**src/rtl/pipeline_hazard_ctrl.sv**
```systemverilog
// Stall/flush sequencer for the 5-stage pipeline: resolves data-cache miss, taken branch,
// load-use and instruction-cache miss, and tracks miss wait time plus stall statistics.
module pipeline_hazard_ctrl #(
   parameter int MISS_TIMEOUT = 255,
   parameter int CNT_W        = 16
) (
   input  logic             inp_clk,
   input  logic             inp_rstn,
   input  logic             inp_icache_hit,
   input  logic             inp_mem_req,
   input  logic             inp_dcache_hit,
   input  logic             inp_branch_taken,
   input  logic             inp_idex_memRead,
   input  logic [2:0]       inp_idex_rt,
   input  logic [2:0]       inp_ifid_rs,
   input  logic [2:0]       inp_ifid_rt,
   input  logic             inp_ifid_uses_rt,
   output logic             out_pc_en,
   output logic             out_ifid_hit,
   output logic             out_idex_hit,
   output logic             out_exmem_hit,
   output logic             out_memwb_hit,
   output logic             out_ifid_flush,
   output logic             out_idex_flush,
   output logic [1:0]       out_state,
   output logic             out_timeout,
   output logic [CNT_W-1:0] out_stall_cnt
);

   localparam logic [1:0] ST_RUN   = 2'd0;
   localparam logic [1:0] ST_IWAIT = 2'd1;
   localparam logic [1:0] ST_DWAIT = 2'd2;

   localparam int              WC_W     = $clog2(MISS_TIMEOUT + 1);
   localparam logic [WC_W-1:0] WC_MAX   = {WC_W{1'b1}};
   localparam logic [WC_W-1:0] WC_LIMIT = WC_W'(MISS_TIMEOUT - 1);
   localparam logic [WC_W-1:0] WC_ONE   = WC_W'(1);
   localparam logic [CNT_W-1:0] SC_MAX  = {CNT_W{1'b1}};
   localparam logic [CNT_W-1:0] SC_ONE  = CNT_W'(1);

   logic [1:0]       state;
   logic [1:0]       next_state;
   logic [WC_W-1:0]  wait_cnt;
   logic             timeout;
   logic [CNT_W-1:0] stall_cnt;
   logic             dmiss;
   logic             loaduse;
   logic             in_wait;

   // Hazard detection and the prioritised enable/flush decision
   always_comb begin
      dmiss   = inp_mem_req & ~inp_dcache_hit;
      loaduse = inp_idex_memRead & (inp_idex_rt != 3'd0) &
                ((inp_idex_rt == inp_ifid_rs) | (inp_ifid_uses_rt & (inp_idex_rt == inp_ifid_rt)));
      out_pc_en      = 1'b1;
      out_ifid_hit   = 1'b1;
      out_idex_hit   = 1'b1;
      out_exmem_hit  = 1'b1;
      out_memwb_hit  = 1'b1;
      out_ifid_flush = 1'b0;
      out_idex_flush = 1'b0;
      next_state     = ST_RUN;
      if (!inp_rstn) begin
         out_pc_en      = 1'b0;
         out_ifid_hit   = 1'b0;
         out_idex_hit   = 1'b0;
         out_exmem_hit  = 1'b0;
         out_memwb_hit  = 1'b0;
         out_ifid_flush = 1'b1;
         out_idex_flush = 1'b1;
         next_state     = ST_RUN;
      end else if ((state == ST_DWAIT) ? ~inp_dcache_hit : dmiss) begin
         // On the DWAIT exit cycle dmiss is ignored and the lower rows decide
         out_pc_en      = 1'b0;
         out_ifid_hit   = 1'b0;
         out_idex_hit   = 1'b0;
         out_exmem_hit  = 1'b0;
         out_memwb_hit  = 1'b0;
         next_state     = ST_DWAIT;
      end else if (inp_branch_taken) begin
         out_ifid_flush = 1'b1;
         out_idex_flush = 1'b1;
         next_state     = ST_RUN;
      end else if (loaduse) begin
         out_pc_en      = 1'b0;
         out_ifid_hit   = 1'b0;
         out_idex_flush = 1'b1;
         next_state     = inp_icache_hit ? ST_RUN : ST_IWAIT;
      end else if (!inp_icache_hit) begin
         out_pc_en      = 1'b0;
         out_ifid_flush = 1'b1;
         next_state     = ST_IWAIT;
      end else begin
         next_state     = ST_RUN;
      end
   end

   assign in_wait = (state == ST_IWAIT) || (state == ST_DWAIT);

   // State, wait counter, sticky timeout and saturating stall counter
   always_ff @(posedge inp_clk) begin
      if (!inp_rstn) begin
         state     <= ST_RUN;
         wait_cnt  <= {WC_W{1'b0}};
         timeout   <= 1'b0;
         stall_cnt <= {CNT_W{1'b0}};
      end else begin
         state <= next_state;
         if (in_wait && (next_state == state)) begin
            if (wait_cnt != WC_MAX) begin
               wait_cnt <= wait_cnt + WC_ONE;
            end
            if (wait_cnt == WC_LIMIT) begin
               timeout <= 1'b1;
            end
         end else begin
            wait_cnt <= {WC_W{1'b0}};
         end
         if (!out_pc_en && (stall_cnt != SC_MAX)) begin
            stall_cnt <= stall_cnt + SC_ONE;
         end
      end
   end

   assign out_state     = state;
   assign out_timeout   = timeout;
   assign out_stall_cnt = stall_cnt;

endmodule
```
**config.mk**
```make
export PLATFORM = sky130hd
export DESIGN_NAME = pipeline_hazard_ctrl
export DESIGN_NICKNAME = d
export VERILOG_FILES = /design/src/rtl/pipeline_hazard_ctrl.sv
export SDC_FILE = /design/constraint.sdc
export NUM_CORES = 1
export LEC_CHECK = 0
export BUFFER_PORTS_ARGS = -buffer_cell sky130_fd_sc_hd__buf_2
export CORE_MARGIN = 2
export CORE_UTILIZATION = 42
export CTS_BUF_LIST = sky130_fd_sc_hd__clkbuf_8 sky130_fd_sc_hd__clkbuf_16
export CTS_CLUSTER_DIAMETER = 120
export CTS_CLUSTER_SIZE = 20
export DETAILED_ROUTE_END_ITERATION = 8
export GPL_ROUTABILITY_DRIVEN = 0
export GPL_TIMING_DRIVEN = 0
export PLACE_DENSITY = 0.71
export SLEW_MARGIN = 0
export SYNTH_ARGS = -nofsm -noshare
export SYNTH_HDL_FRONTEND = slang
export SYNTH_SLANG_ARGS = --single-unit
```
**constraint.sdc**
```tcl
create_clock -name inp_clk -period 4.45 [get_ports inp_clk]
set_clock_uncertainty 0.05 [all_clocks]
set_input_delay 0.6675 -clock inp_clk [delete_from_list [all_inputs] [get_ports inp_clk]]
set_output_delay 0.6675 -clock inp_clk [all_outputs]
set_load 0.005 [all_outputs]
```
Word level (Yosys, flattened, before mapping). Cells that the tools add are included.

Bits in registers: 27. Input bits: 17. Output and inout bits: 26. Word-level logic and storage cells: 52.

Add/sub/neg operators: 2. Equality and inequality tests: 8. Muxes and demuxes: 25. Bitwise logic cells: 6. Reduce and logical (&&, ||, !) cells: 7.

Operators by type and width (number): two-way mux 1 bit (23); adder 16 x 1 -> 16 bit, second input constant (1); inequality test 16 bit, second input constant (1); adder 8 x 1 -> 8 bit, second input constant (1); == test 8 bit, second input constant (1); inequality test 8 bit, second input constant (1); == test 3 bit (2); bitwise AND 1 bit (4); two-way mux 2 bit (2); AND reduction 2 bit (2); nonzero test 3 bit (1); == test 2 x 1 -> 1 bit, second input constant (1); == test 2 bit (1); == test 2 bit, second input constant (1); logical AND 1 bit (2); logical NOT 1 bit (1); logical OR 1 bit (1); NOT 1 bit (1); bitwise OR 1 bit (1).

Depth between registers and ports, before layout. Gate-level depths: netlist of run 1.

Depth after elaboration: 10. Mapped depth: 9. Depth with buffers taken out: 9.

Worst setup path before layout of run 1. OpenSTA, ideal clock, no wires.

Path kind: input port to output port. Start: in inp_dcache_hit. End: out out_pc_en. Data arrival time: 1.544 ns. Required time: 3.733 ns. Setup slack: 2.188 ns. Stages on the path: 5. Buffers on the path: 0. Cell sequence: o21ba_2 nand2b_1 inv_1 o21ai_1 nor2_1.

Cells in the longest elaborated chain, start to end: 5.

RTL lines: start: declaration (line 11) `input logic inp_dcache_hit,`; NOT 1 bit (*) (line 52, 72); bitwise AND 1 bit (line 52) `dmiss = inp_mem_req & ~inp_dcache_hit;`; two-way mux 1 bit (*) (2 in a row) (line 72) `end else if ((state == ST_DWAIT) ? ~inp_dcache_hit : dmiss) begin`; two-way mux 1 bit (*) (line 63) `if (!inp_rstn) begin`; end: declaration (line 18) `output logic out_pc_en,`.

Mark *: on every way between the ends. The rest lies on a longest branch, timed or not.

Worst setup path after layout of run 1.
Start: reg state[0], in the netlist out_state[0]. End: out out_pc_en.

Cells in the longest elaborated chain, start to end: 4.

RTL lines: start: declaration (line 41) `logic [1:0] state;`; start signal: assignment (line 108) `state <= next_state;`; == test 2 bit (line 72); two-way mux 1 bit (2 in a row) (line 72); two-way mux 1 bit (line 63).

No other way between the ends.

==> reports/results.ini, run 1 <==
[critical_path]
critical_path_class=reg2out
path_cells=inv_1 -> ha_1 -> o21ba_2 -> nand2b_1 -> inv_1 -> o21ai_1 -> nor2_1 -> buf_2
worstSetupEndpointType=primary output
critPathMaxFanout=7
r2r_start=out_state[0]
cp_data_required_time_ns=3.73
critPathLaunch=out_state[0]
critical_path_arrival_ns=1.93
critPathMaxStageDelay_ns=0.33
cp_num_buf_inv=3
cp_slowest_cell=dfxtp_1
cp_top_family=compound AO/OA/AOI/OAI gates
path_common_cell=inv_1
startpoint_type=flop

[finish]
syn_to_final_growth_pct=21.4
antenna_cells=0
nets=239
multi_input_area_um2=867
seq_area_um2=541
layout-drive-gt1-share_pct=26.3
num-fill-cells=346

[synth]
yosysTopAreaCell=dfxtp_1
synth_area_um2=1470
netlist.area_leader.share_pct=36.9
postSynthAreaPerCell_um2=8.57
ys_async_sr_fraction_pct=0
synth-seq-cells=27
synth_nets=192
ys_seq_area_share_pct=36.9
ys_warn_count=0
synth_common_cells=dfxtp_1 (27), nor2_1 (21), nand2_1 (12), a21oi_1 (9), xnor2_1 (9)
ys_types=40
ys.flop_type=dfxtp_1
yosys-mux-area-fraction_pct=2.73
synth_edf_count=0
synth_top_family_by_area=simple AND/OR/NAND/NOR gates
yosys.area_share.adder_pct=3.42
synth_cells=171
yosysMostFrequentCell=dfxtp_1
synthSimpleGateAreaFrac_pct=25.7
synth_xor_area_share_pct=8.97
synthTopCellsByArea=dfxtp_1 (37%), nor2_1 (5.4%), xnor2_1 (5.4%), xor2_1 (3.6%), ha_1 (3.4%)
synth_compound_gate_area_share_pct=18.4

[timing]
fin_crit_sh_pct=59.5
worst_slack_ns=1.80
tightestPinTransition_ns=0.693
hold_viol=0
rsz0062_at_grt=false
fin_crit_ns=2.65
relSlewSlack_pct=53.5
clock.fmax_mhz=377
setup_viol=0
slew_viol_final=0
setup_tns_ns=0

[grt]
grt_pass1_vias=1167
grt_first_pass_wirelength_mm=5.18
antenna_found_initial=0
grt_max_degree=16
overflow=0
grtUsageTotal_pct=16.0

[min_path]
hold_start=out_timeout
hp-class=reg2reg

[drt]
dr.pass1.iters=4
routed-via-count=1326
avgViaCountPerCell=5.04
drt_iter0_markers=40
drtAntennaViolNets=0
wl_mm=2.97
drc=0
wl_per_cell_um=11.3

[floorplanning]
pin_count=43
die-area_um2=3980
core_area_um2=3340
fp-row-count=21
die_h_um=63.1
initial_core_util_pct=43.9
die_w_um=63.1

[clocking]
cts_max_level=1
clock_sinks=27
cts.clk_slew.worst_paths_ns=0.10
post_cts_buffers=0
clkLatencyLatePin_ns=0.28
cts_max_path_buffers=2
cts_buffers=3
hold_buffers=0
cts_root_buf=clkbuf_8
ctsResizeCount=0
tritoncts=done

[flow_run]
drv_cap=0

[placement]
place_ws_ns=1.82
portBuffers=42
hpwl_mm=2.33

[run_status]
status=finished, final reports clean

[pwr]
p_leak_nw=0.720
irDropWorstVdd_mv=0.157
power-per-cell-area_nw_per_um2=251

==> flip-flops by register name, indices dropped and copies added (netlist names) <==
register / flops
out_stall_cnt: 16
wait_cnt: 8
out_timeout: 1
out_state: 2
==> placed cells by master (no fill, tap or decap), types with 3 or more instances in the layout <==
cell type / n
nor3_1: 4
buf_2: 43
nand4_1: 5
xnor2_1: 9
mux2i_1: 4
a21oi_1: 9
o211ai_1: 3
o31ai_1: 3
nor2_1: 21
clkbuf_8: 3
or3_1: 5
xor2_1: 6
inv_1: 6
o21ai_0: 7
nand3_1: 7
ha_1: 4
nand2b_1: 4
dfxtp_1: 27
and3_1: 3
clkbuf_1: 4
nand2_1: 12
==> per-layer routing <==
| layer | global-route usage [%] | vias to the layer above | wire length (um) | share of wire, % |
|---|---|---|---|---|
| li1 | - | 707 | - | - |
| met5 | 0 | - | 0 | 0 |
| met1 | 19.3 | 593 | 1390 | 47 |
| met2 | 27.7 | 21 | 1430 | 48 |
| met4 | 5.83 | 0 | 44 | 1.5 |
| met3 | 3.75 | 5 | 102 | 3.4 |
==> worst min-delay path, cell delays in order (launching register included) <==
cell     delay [ns]
dfxtp_1        0.33
nand2_1        0.04
o21ai_0        0.05
==> cell families (layout without fill, tap and decap cells) <==
group	Yosys count	in the layout
AND/OR/NAND/NOR	71	71
AO/OA/AOI/OAI	37	37
flip-flops	27	27
XOR/XNOR	15	15
buffers and inverters	13	59
adder cells (fa/ha/maj)	4	4
multiplexers	4	4
==> where the power goes <==
group | switching [mW] | total, mW | internal, mW | leakage, nW
Clock | 0.0757 | 0.138 | 0.0628 | 0.0255
Combinational | 0.0303 | 0.0574 | 0.0271 | 0.476
Sequential | 0.00466 | 0.251 | 0.246 | 0.218
Total | 0.111 | 0.446 | 0.336 | 0.720
==> stage by stage <==
step / total power, mW / hold slack [ns] / area [um2] / util [%] / cells
floorplan: 0.290 / 0.399 / 1470 / - / 171
detailed placement: 0.314 / 0.389 / 1730 / 51.9 / 259
global placement: 0.313 / 0.381 / 1730 / 51.9 / 259
CTS: 0.453 / 0.410 / 1780 / 53.3 / 263
global route: 0.469 / 0.439 / 1780 / 53.3 / 263
finish: 0.446 / 0.404 / 1780 / 53.3 / 263
==> area by class of cell <==
type	count	area share (%)
Sequential cell	27	30.4
Inverter	6	1.27
Buffer	7	1.97
Timing Repair Buffer	42	11.8
Clock buffer	3	2.32
Clock inverter	1	0.281
Multi-Input combinational cell	131	48.7
Tap cell	46	3.23
==> path summary, 6_finish.rpt <==
kind | end | cells past startpoint | slack (ns)
worst max-delay path | out_pc_en | 8 | 1.80
worst min-delay path | out_timeout | 2 | 0.40
worst max register to register | out_stall_cnt[9] | 9 | 2.17
worst min register to register | out_timeout | 2 | 0.40
Power figures use the tool's default switching activity.
==> inputs of run 2 (changes only) <==
--- a/config.mk
+++ b/config.mk
@@ -5,6 +5,7 @@
 export SDC_FILE = /design/constraint.sdc
 export NUM_CORES = 1
 export LEC_CHECK = 0
+export ABC_AREA = 1
 export BUFFER_PORTS_ARGS = -buffer_cell sky130_fd_sc_hd__buf_2
 export CORE_MARGIN = 2
 export CORE_UTILIZATION = 42
@@ -14,7 +15,7 @@
 export DETAILED_ROUTE_END_ITERATION = 8
 export GPL_ROUTABILITY_DRIVEN = 0
 export GPL_TIMING_DRIVEN = 0
-export PLACE_DENSITY = 0.71
+export PLACE_DENSITY = 0.69
 export SLEW_MARGIN = 0
 export SYNTH_ARGS = -nofsm -noshare
 export SYNTH_HDL_FRONTEND = slang
==> constraint.sdc (replaced) <==
create_clock -name inp_clk -period 2.51 [get_ports inp_clk]
set_clock_uncertainty 0.05 [all_clocks]
set_input_delay 0.3765 -clock inp_clk [delete_from_list [all_inputs] [get_ports inp_clk]]
set_output_delay 0.3765 -clock inp_clk [all_outputs]
set_load 0.005 [all_outputs]
==> reports/results.ini, run 2 <==
[grt]
grt_pass1_vias=1511
grtUsageMet1_pct=22.0
busiest_layer=met2
grt_max_degree=17
overflow=0
grtUsageMet2_pct=29.2
grt_first_pass_wirelength_mm=6.25
use_met3_pct=3.29
grtUsageTotal_pct=17.4
antenna_found_initial=0

[timing]
tightestPinTransition_ns=0.668
clock.fmax_mhz=446
setup_tns_ns=0
slew_viol_final=0
fin_crit_ns=2.24
relSlewSlack_pct=55.4
hold_viol=0
rsz0062_at_grt=false
setup_viol=0
fin_crit_sh_pct=89.3

[critical_path]
r2r_slack_ns=0.66
critical_path_class=reg2out
cp.depth=9
path_cells=inv_1 -> ha_1 -> nor2_1 -> nor2_1 -> nor2_4 -> nand3_4 -> buf_2 -> inv_1 -> buf_2
critPathMaxFanout=10
worstSetupEndpointType=primary output
startpoint_type=flop
cp_data_required_time_ns=2.08
critical_path_arrival_ns=1.81
cp_num_buf_inv=4
r2r_end=out_stall_cnt[5]
critPathMaxStageDelay_ns=0.37
cp_top_family=simple AND/OR/NAND/NOR gates
cp_slowest_cell=dfxtp_1
r2r_start=out_stall_cnt[0]
worstRegToRegCells=9

[synth]
synthTopCellsByArea=dfxtp_1 (31%), nand2_1 (15%), nand3_1 (8.3%), inv_1 (7.3%), nor2_1 (5.0%)
ys_types=29
postSynthAreaPerCell_um2=6.67
ys_async_sr_fraction_pct=0
ys.flop_type=dfxtp_1
synth-seq-cells=27
yosysMostFrequentCell=nand2_1
synth_cells=261
ys_warn_count=0
yosysTopAreaCell=dfxtp_1
synth_nets=282
ys_seq_area_share_pct=31.0
synth_area_um2=1740
netlist.area_leader.share_pct=31.0
synth_edf_count=0
synth_common_cells=nand2_1 (70), inv_1 (34), nand3_1 (29), dfxtp_1 (27), nor2_1 (23)

[clocking]
tritoncts=done
cts.clk_slew.worst_paths_ns=0.10
cts_max_path_buffers=2
post_cts_buffers=0
cts_root_buf=clkbuf_8
cts_max_level=1
clock_sinks=27
clkLatencyLatePin_ns=0.28
hold_buffers=0
cts_buffers=3

[finish]
postLayoutCoreUtil_pct=51.6
layout-drive-gt1-share_pct=24.5
largest_reg_flops=16
antenna_cells=0
syn_to_final_growth_pct=18.5
final_common_cell=nand2_1
stdcell_count=356
nets=328
final_cell_mix=nand2_1 (70), buf_2 (45), inv_1 (34)

[drt]
drtAntennaViolNets=0
avgViaCountPerCell=4.77
wl_mm=3.54
drt_iter0_markers=65
routed-via-count=1699
wl_per_cell_um=9.94
drc=0
dr.pass1.iters=4

[pwr]
power-per-cell-area_nw_per_um2=396
irDropWorstVdd_mv=0.190
p_leak_nw=0.942
finalPower_uw=817

[run_status]
status=finished, final reports clean

[placement]
place_inst=352
hpwl_mm=2.70
portBuffers=41

[floorplanning]
die-area_um2=4680
fp-row-count=23
core_area_um2=4000
pin_count=43
initial_core_util_pct=43.5
die_w_um=68.4
die_h_um=68.4

[flow_run]
drv_cap=0

[min_path]
hold_start=inp_rstn
hold_depth=3
hold_end=out_stall_cnt[12]
hp-class=in2reg

==> run 2: worst max path at each step <==
stage,startpoint,end,slack [ns]
after global placement,out_state[0],out_pc_en,0.48
after detailed placement,inp_rstn,out_pc_en,0.50
after CTS,out_state[0],out_pc_en,0.15
after floorplan,out_state[0],out_pc_en,0.70
after global routing,out_state[0],out_pc_en,0.08
final,out_state[0],out_pc_en,0.27
==> run 2: stage by stage <==
step	hold WS (ns)	area [um2]	worst slack (ns)
final	0.334	2060	0.269
after global placement	0.391	2010	0.481
after detailed placement	0.414	2010	0.495
after global routing	0.349	2060	0.0848
after floorplan	0.398	1740	0.702
after CTS	0.333	2060	0.155
==> run 2: timing repair <==
action                                  4_1_cts  5_1_grt
endpoints found under the setup margin        0        1
hold endpoints to repair                      0        0
gates resized for setup                       0        1
==> run 2: cell type report <==
type / count / area, um2
Inverter: 37 / 139
Timing Repair Buffer: 41 / 205
Tap cell: 50 / 62.6
Multi-Input combinational cell: 188 / 1010
Clock inverter: 1 / 7.51
Clock buffer: 3 / 41.3
Sequential cell: 27 / 541
Buffer: 9 / 53.8
Fill cell: 409 / 1940
==> run 2: worst register-to-register path: stages, from the launching register on <==
cell     delay, ns
dfxtp_1       0.40
ha_1          0.23
nand2_1       0.12
nor2_4        0.15
nand4_2       0.11
nor2_4        0.16
nand2_4       0.10
buf_2         0.22
nand3_1       0.12
a21oi_2       0.06
==> run 2: kinds of logic after synthesis <==
kind of cell,synth area share (%)
buffers and inverters,11.1
adder cells (fa/ha/maj),2.87
XOR/XNOR,6.54
AND/OR/NAND/NOR,37.4
flip-flops,31.0
AO/OA/AOI/OAI,11.1
==> run 2: power by group <==
part	switching, mW	total (mW)	internal, mW
Combinational	0.0643	0.113	0.0492
Sequential	0.00792	0.443	0.436
Clock	0.147	0.260	0.113
Total	0.220	0.817	0.598
==> run 2: per-layer routing <==
layer  vias to the layer above  wire length [um]  share of wire, %
li1                        916                 -                 -
met1                       745              1670                47
met2                        34              1660                47
met3                         4               164               4.6
met4                         0                48               1.4
met5                         -                 0                 0
==> inputs of run 3 (changes only) <==
--- a/config.mk
+++ b/config.mk
@@ -15,7 +15,7 @@
 export DETAILED_ROUTE_END_ITERATION = 8
 export GPL_ROUTABILITY_DRIVEN = 0
 export GPL_TIMING_DRIVEN = 0
-export PLACE_DENSITY = 0.69
+export PLACE_DENSITY = 0.72
 export SLEW_MARGIN = 0
 export SYNTH_ARGS = -nofsm -noshare
 export SYNTH_HDL_FRONTEND = slang
==> constraint.sdc (replaced) <==
create_clock -name inp_clk -period 1.9 [get_ports inp_clk]
set_clock_uncertainty 0.05 [all_clocks]
set_input_delay 0.285 -clock inp_clk [delete_from_list [all_inputs] [get_ports inp_clk]]
set_output_delay 0.285 -clock inp_clk [all_outputs]
set_load 0.005 [all_outputs]
==> reports/results.ini, run 3 (synthesis results as in run 2) <==
[finish]
syn_to_final_growth_pct=23.7
antenna_cells=0
layout-drive-gt1-share_pct=29.6
final_cell_mix=nand2_1 (69), buf_2 (43), inv_1 (33)
nets=333
largest_reg_flops=16
final_common_cell=nand2_1

[clocking]
clkLatencyLatePin_ns=0.28
cts_buffers=3
cts_root_buf=clkbuf_8
tritoncts=done
cts_max_path_buffers=2
cts_max_level=1
cts.clk_slew.worst_paths_ns=0.09
clock_sinks=27
hold_buffers=0

[critical_path]
worstRegToRegCells=11
critPathMaxStageDelay_ns=0.34
startpoint_type=flop
cp_top_family=flip-flops
cp_slowest_cell=dfxtp_2
cp_num_buf_inv=4
path_common_cell=nor2_4
worstSetupEndpointType=primary output
critical_path_class=reg2out
path_cells=inv_2 -> ha_4 -> nor2_4 -> nor2_4 -> nor2_4 -> buf_4 -> nand2_1 -> inv_1 -> buf_2
cp_data_required_time_ns=1.56
r2r_slack_ns=0.17
r2r_end=out_stall_cnt[10]
critical_path_arrival_ns=1.45
r2r_start=out_stall_cnt[3]
critPathMaxFanout=5

[drt]
drtAntennaViolNets=0
dr.pass1.iters=4
wl_mm=3.82
drc=0
drt_iter0_markers=57
wl_per_cell_um=10.6
routed-via-count=1765
avgViaCountPerCell=4.89

[timing]
hold_viol=0
slew_viol_final=0
worst_slack_ns=0.114
relSlewSlack_pct=55.0
tightestPinTransition_ns=0.675
setup_tns_ns=0
clock.fmax_mhz=560
setup_viol=0
fin_crit_sh_pct=94.0
rsz0062_at_grt=false
fin_crit_ns=1.79

[grt]
overflow=0
grt_max_degree=16
grt_first_pass_wirelength_mm=6.56
grt_pass1_vias=1528
grtUsageTotal_pct=18.4
antenna_found_initial=0

[pwr]
netSwitchingFraction_pct=26.4
p_switching_uw=288
seq_power_share_pct=54.0
p_clk_share_pct=30.2
p_int_uw=802
finalPower_mw=1.09
power-per-cell-area_nw_per_um2=506
p_leak_nw=0.979
p_comb_share_pct=15.9
irDropWorstVdd_mv=0.354

[min_path]
hp-class=in2reg
hold_start=inp_rstn
hold_depth=3
hold_end=out_stall_cnt[1]

[floorplanning]
core_area_um2=4000
die_h_um=68.4
fp-row-count=23
die-area_um2=4680
die_w_um=68.4
initial_core_util_pct=43.5
pin_count=43

[placement]
portBuffers=41
place_ws_ns=-0.0255
hpwl_mm=2.80

[flow_run]
drv_cap=0

[run_status]
status=finished, final reports clean

run 3: per-stage QoR:
| step | std cells | instance area (um2) | hold WS (ns) | utilization (%) |
|---|---|---|---|---|
| floorplan | 261 | 1740 | 0.398 | - |
| global placement | 352 | 2010 | 0.388 | 50.2 |
| detailed placement | 352 | 2010 | 0.398 | 50.2 |
| CTS | 360 | 2100 | 0.232 | 52.5 |
| global route | 361 | 2150 | 0.247 | 53.9 |
| finish | 361 | 2150 | 0.242 | 53.9 |
run 3: tightest hold or removal path, delay by kind of cell:
kind	cells	cell delay, ns
buffers and inverters	1	0.15
and+or+nand+nor	2	0.11
run 3: layout make-up:
cell class / count / area (um2)
Tap cell: 50 / 62.6
Fill cell: 394 / 1850
Sequential cell: 27 / 548
Timing Repair Buffer: 46 / 243
Multi-Input combinational cell: 188 / 1050
Clock buffer: 3 / 41.3
Inverter: 37 / 139
Clock inverter: 1 / 5.00
Buffer: 9 / 62.6
run 3: timing repair:
action,in CTS,in global routing
setup buffers,4,1
cloned,0,0
pin swaps,4,6
setup endpoints to repair,4,26
gates resized for setup,5,16
run 3: worst max path at each step:
stage                     slack [ns]  depth (start not counted)             start           endpoint
after floorplan                 0.18                          8      out_state[0]          out_pc_en
after global placement        -0.007                          9      out_state[0]          out_pc_en
after detailed placement       -0.03                          9      out_state[0]          out_pc_en
after CTS                      0.004                          7      out_state[1]       out_idex_hit
after global routing            0.02                         11  out_stall_cnt[3]  out_stall_cnt[10]
final                           0.11                          9      out_state[0]       out_ifid_hit
run 3: power by group through the flow:
| stage | sequential (mW) | clock (mW) | combinational (mW) |
|---|---|---|---|
| floorplan | 0.599 | 0 | 0.0949 |
| global placement | 0.599 | 0 | 0.149 |
| detailed placement | 0.599 | 0 | 0.151 |
| CTS | 0.586 | 0.349 | 0.165 |
| global route | 0.590 | 0.367 | 0.194 |
| finish | 0.588 | 0.329 | 0.173 |
run 3: metal layers:
metal	vias up	global-route usage (%)	wire, um
met2	31	31.6	1950
met3	6	4.11	132
met4	0	7.25	63
met1	793	22.2	1670
met5	-	0	0
li1	935	-	-
